`config.mk`:
```
export PLATFORM = sky130hd
export DESIGN_NAME = counter_sweep_ctrl_amisha
export DESIGN_NICKNAME = d
export VERILOG_FILES = /design/src/rtl/counter_sweep_ctrl_amisha.sv
export SDC_FILE = /design/constraint.sdc
export NUM_CORES = 1
export LEC_CHECK = 0
export CORE_MARGIN = 5
export CORE_UTILIZATION = 60
export DETAILED_ROUTE_END_ITERATION = 10
export DONT_BUFFER_PORTS = 1
export GPL_TIMING_DRIVEN = 0
export PLACE_DENSITY = 0.76
export SYNTH_ARGS = -nofsm -noshare
export SYNTH_HDL_FRONTEND = slang
export SYNTH_SLANG_ARGS = --single-unit
```
`constraint.sdc`:
```
create_clock -name clk_amisha -period 2.7 [get_ports clk_amisha]
set_input_delay 0.54 -clock clk_amisha [delete_from_list [all_inputs] [get_ports clk_amisha]]
set_output_delay 0.54 -clock clk_amisha [all_outputs]
set_load 0.02 [all_outputs]
```
`src/rtl/counter_sweep_ctrl_amisha.sv`:
```
// counter_sweep_ctrl_amisha: sequencer driving a universal binary counter through clear, load and paced sweeps.
module counter_sweep_ctrl_amisha #(
  parameter int N = 8,
  parameter int PW = 4
) (
  input  logic          clk_amisha,
  input  logic          reset_amisha,
  input  logic          start_amisha,
  input  logic          stop_amisha,
  input  logic [1:0]    mode_amisha,
  input  logic [N-1:0]  init_amisha,
  input  logic [PW-1:0] div_amisha,
  input  logic          max_tick_amisha,
  input  logic          min_tick_amisha,
  output logic          syn_clr_amisha,
  output logic          load_amisha,
  output logic          en_amisha,
  output logic          up_amisha,
  output logic [N-1:0]  d_amisha,
  output logic          busy_amisha,
  output logic          done_amisha,
  output logic [7:0]    sweeps_amisha
);
  typedef enum logic [2:0] {IDLE, CLEAR, LOAD, RUN, DONE} state_t;
  state_t state;
  logic [1:0] mode;
  logic [N-1:0] init;
  logic [PW-1:0] div, pre;
  logic dir, run, tick, go, wrap, last;
  assign run = state == RUN;
  assign tick = run & (pre == div);
  assign go = tick & ~stop_amisha;
  // wrap covers both a wrap-around (modes 00/01) and a reversal (mode 10)
  always_comb begin
    wrap = go & (mode == 2'b00 ? max_tick_amisha :
                 mode == 2'b01 ? min_tick_amisha :
                 mode == 2'b10 ? (dir ? max_tick_amisha : min_tick_amisha) : 1'b0);
    last = go & (mode == 2'b11) & max_tick_amisha;
    en_amisha = go & ~last;
    up_amisha = run & (mode == 2'b01 ? 1'b0 : mode == 2'b10 ? dir ^ wrap : 1'b1);
    syn_clr_amisha = state == CLEAR;
    load_amisha = state == LOAD;
    busy_amisha = state == CLEAR || state == LOAD || state == RUN;
    done_amisha = state == DONE;
    d_amisha = init;
  end
  always_ff @(posedge clk_amisha or negedge reset_amisha) begin
    if (!reset_amisha) begin
      state <= IDLE;
      mode <= '0;
      init <= '0;
      div <= '0;
      pre <= '0;
      dir <= 1'b1;
      sweeps_amisha <= '0;
    end else begin
      case (state)
        IDLE: if (start_amisha) begin
          mode <= mode_amisha;
          init <= init_amisha;
          div <= div_amisha;
          pre <= '0;
          sweeps_amisha <= '0;
          dir <= mode_amisha != 2'b01;
          state <= CLEAR;
        end
        CLEAR: state <= LOAD;
        LOAD: state <= RUN;
        RUN: if (stop_amisha) state <= DONE;
        else begin
          pre <= tick ? '0 : pre + 1'b1;
          if (wrap && sweeps_amisha != 8'hFF) sweeps_amisha <= sweeps_amisha + 8'd1;
          if (wrap && mode == 2'b10) dir <= ~dir;
          if (last) state <= DONE;
        end
        DONE: state <= IDLE;
        default: state <= IDLE;
      endcase
    end
  end
endmodule
```
* Word level (Yosys, flattened, before mapping)
Index checks and enable logic that the tools add are counted.
** Operators by class
- Eq/ne operators :: 15
- Bitwise operators :: 11
- $add $sub $neg :: 2
- Reduce and logical (&&, ||, !) cells :: 12
- Muxes and demuxes :: 22
** Operators by type and width (count)
- $mux 8 :: 3
- $pmux 8 s2 :: 1
- $mux 4 :: 3
- $pmux 3 s4 :: 1
- $mux 1 :: 9
- $mux 3 :: 3
- $add 8x1->8 const B :: 1
- $ne 8x8->1 const B :: 1
- $pmux 4 s2 :: 1
- $reduce_and 4->1 :: 2
- $and 1x1->1 :: 7
- $eq 3x2->1 const B :: 2
- $ne 2x1->1 const B :: 3
- $add 4x1->4 const B :: 1
- $eq 2x2->1 const B :: 2
- $eq 4x4->1 :: 1
- $ne 2x2->1 const B :: 2
- $reduce_and 2->1 :: 2
- $eq 3x1->1 const B :: 1
- $eq 3x3->1 const B :: 1
- $logic_not 3->1 :: 1
- $ne 3x2->1 const B :: 1
- $not 1->1 :: 3
- $reduce_and 3->1 :: 1
- 7 further kinds :: 9
** Word-level totals
- Output and inout port bits :: 22
- Flip-flop bits (word level) :: 30
- Logic and storage cells :: 69
- Bits of input ports :: 20

* Logic depth before layout (Yosys ltp)
- Word-level depth :: 9
- Gate-level depth with buffers :: 6
- Mapped depth without buffers :: 6

* Worst setup path after synthesis
No wires, ideal clock.
- Kind :: register to output
- From :: register pre[3]
- To :: output port up_amisha
- Cell stages (with the launch flop) :: 7
- Path buffers :: 1
- Arrival time :: 1.737 ns
- Slack :: 0.423 ns
- Cells stage by stage :: dfrtp_1 -> xor2_1 -> nor4_4 -> buf_4 -> nand3_1 -> xor2_1 -> a21oi_1
** On the way
- Longest elaborated chain between the ends :: 8
** Ends and longest elaborated chain
- from (decl) :: line 28 : logic [PW-1:0] div, pre;
- from (signal assigned) :: line 71 : pre <= tick ? '0 : pre + 1'b1;
- $eq 4x4->1 :: line 31 : assign tick = run & (pre == div);
- $and 1x1->1 :: line 31
- $and 1x1->1 :: line 32 : assign go = tick & ~stop_amisha;
- $and 1x1->1 :: line 35 : wrap = go & (mode == 2'b00 ? max_tick_amisha :
- $xor 1x1->1 :: line 40 : up_amisha = run & (mode == 2'b01 ? 1'b0 : mode == 2'b10 ? dir ^ wrap : 1'b1);
- $mux 1 (2 in series) :: line 40
- $and 1x1->1 :: line 40
- to (decl) :: line 18 : output logic up_amisha,
No other way between the ends.

* Worst setup path in the final report
- From :: register pre[1]
- To :: output port up_amisha
The elaborated chain is that of the path after synthesis.

==> results.cfg <==
[run_status]
outcome = finished clean

[logic_synthesis]
synth_compound_area_share_pct = 9.63
synth_nets = 176
synth_top_cell_area_share_pct = 44.7
yosysWarnings = 0
async_flop_share_pct = 100
synthXorXnorAreaFrac_pct = 2.70
synth_top_family_by_area = simple AND/OR/NAND/NOR gates
synth_edf_count = 0
syn_inst = 154
synthAdderAreaFrac_pct = 1.54
syn_area_um2 = 1620
synth-main-ff-cell = dfrtp_1
yosysTopAreaCell = dfrtp_1
syn_avg_cell_area_um2 = 10.5
synthSimpleGateAreaFrac_pct = 25.3
ys_top_cells_by_area = dfrtp_1 45%, mux2_2 9.0%, nand2_1 3.9%, nand3_1 3.7%, xor2_1 2.7%
synth.area.mux_share_pct = 11.6
postSynthRegisterBits = 30
yosysSeqAreaShare_pct = 46.3
synth_cell_types = 43

[power]
power_density_nw_per_um2 = 1120
peakVddDrop_mv = 0.873
p_leak_nw = 0.799

[layout]
fin_cells = 203
area_growth_pct = 14.3
multiInputGateArea_um2 = 838
layout_common_cells = 29 x dfrtp_1, 17 x nand2_1, 13 x mux2_2, 12 x nand3_1, 10 x buf_4
num-nets-final = 194
drive_gt1_share_pct = 26.0
seq_area_um2 = 752
final_common_cell = dfrtp_1
fill_cells = 186
n_antenna_cell = 0

[clock_tree]
clockBufferDepth = 2
cts_sinks = 30
cts_tree = done
path_clk_slew_ns = 0.10
root_buffer = clkbuf_4
htreeDepth = 2
insertion_delay_ns = 0.34
cts_buffers = 5

[critical_path]
r2r_start = state[0]
critPathRequiredTime_ns = 2.16
crit_arrival_ns = 2.02
crit_fanout = 6
critPathLaunch = pre[1]
critPathLaunchType = flip-flop
crit_type = flip-flop to primary output
endpoint_kind = primary output

[routing]
drt_pre_antenna_iters = 4
wl_met3_um = 397
drc = 0
drt_iter0_markers = 67
topRoutingLayerUsed = met4
ant_nets = 0
met1_length_um = 1510
wl_met2_um = 1640
viasPerCell = 6.18
wl_per_cell_um = 17.7
totalWireLength_um = 3600
vias = 1254

[global_routing]
grt-ovfl-total = 0
antenna_found_initial = 0
grt_max_degree = 30
grt_pass1_vias = 1250
grt_usage_pct = 19.9
grt_pass1_wl_um = 5530

[die]
floorplan.die_area_um2 = 3850
core_area_um2 = 2520
initial_core_util_pct = 64.4
fp.dieW_um = 62.0
placementRows = 18
die_height_um = 62.0
ios = 42

[placed_design]
place_congestion = 0.848
dp_hpwl_um = 2410
dp_cells = 184
port_buffers = 0

[sta]
setup_viol = 0
slew_headroom_pct = 46.9
rsz0062_at_grt = no
hold_viol = 0
min_period_ns = 2.56
worstMarginPinSlew_ns = 0.795
fmax_ghz = 0.391
tns_ns = 0
post-route-period-util_pct = 94.6
finalMaxSlewViolations = 0
finalClockSkew_ns = 0.0126

[job]
cap_violations = 0

[worst_hold_path]
hold_class = input pin to asynchronous set/reset pin
where the power goes:
part           leakage [nW]  internal, W  total [W]  switching, W
logic                 0.373     0.000397   0.000855      0.000459
clock network        0.0450     0.000192   0.000356      0.000164
registers             0.380     0.000613   0.000864      0.000251
stage by stage:
step	worst slack [ns]	hold WS, ns	cell area (um^2)	power [W]	utilization [%]
6_report	0.145	0.0341	1860	0.00208	73.6
5_1_grt	0.0131	0.0135	1860	0.00221	73.6
4_1_cts	0.0100	0.00862	1770	0.00198	70.0
3_5_place_dp	0.240	0.245	1660	0.00161	65.9
2_1_floorplan	0.423	0.244	1620	0.00146	-
3_3_place_gp	0.248	0.245	1660	0.00157	65.9
worst max-delay path, cell delays in order (launching register included):
cell,delay [ns]
dfrtp_1,0.44
xor2_1,0.19
nor4_4,0.31
buf_6,0.16
nand3_1,0.10
xor2_1,0.19
a21oi_2,0.29
timing repair:
action,CTS,global route
setup buffers,0,9
endpoints found under the setup margin,1,2
pin swaps,1,3
resized for setup,2,3
endpoints found under the hold margin,29,6
hold buffers,1,1
final cells by class:
class | count | area share, %
buffer | 5 | 2.09
clock buffer | 5 | 2.02
clock inverter | 3 | 2.16
inverter | 4 | 0.809
multi-input combinational | 115 | 45.1
sequential | 30 | 40.5
tap | 30 | 2.02
timing repair buffer | 11 | 5.26
state kept, by name, indices dropped and copies added (netlist names):
name	count
dir	1
div	4
pre	4
d_amisha	8
state	3
sweeps_amisha	8
mode	2
routing by layer:
layer	up-vias	track usage, %
met5	-	0
met4	0	6.36
met3	8	8.88
met2	54	31.7
met1	589	24.1
li1	603	-
worst paths after layout:
kind                        endpoint  slack, ns  cells past startpoint
max                        up_amisha       0.14                      6
min                              dir       0.03                      0
max reg2reg                   div[0]       0.61                      5
min reg2reg                   div[1]       0.54                      1
max in group asynchronous     div[2]       1.89                      2
min in group clk_amisha      mode[0]       0.33                      2
cell families (layout without fill, tap and decap cells):
group	count (synthesis)	count (layout)
simple gates	67	67
flops	30	30
compound gates	24	24
mux	17	17
buf+inv	9	28
xor+xnor	5	5
fa+ha+maj	2	2
synthesized netlist by cell type (2+ instances only):
| master | number |
|---|---|
| nand3b_1 | 2 |
| mux2i_1 | 3 |
| and3_1 | 3 |
| mux2_2 | 13 |
| buf_4 | 2 |
| o21ai_0 | 6 |
| o31ai_1 | 2 |
| a21oi_1 | 6 |
| clkbuf_1 | 2 |
| nor3b_1 | 2 |
| or4_1 | 3 |
| nor3_1 | 3 |
| nor2_1 | 7 |
| nand3_1 | 12 |
| nor2_4 | 2 |
| dfrtp_1 | 29 |
| xor2_1 | 5 |
| ha_1 | 2 |
| nand4_1 | 4 |
| nand2_1 | 17 |
| inv_1 | 4 |
| o211ai_1 | 3 |
| a31oi_1 | 2 |
(Power assumes the default switching activity.)
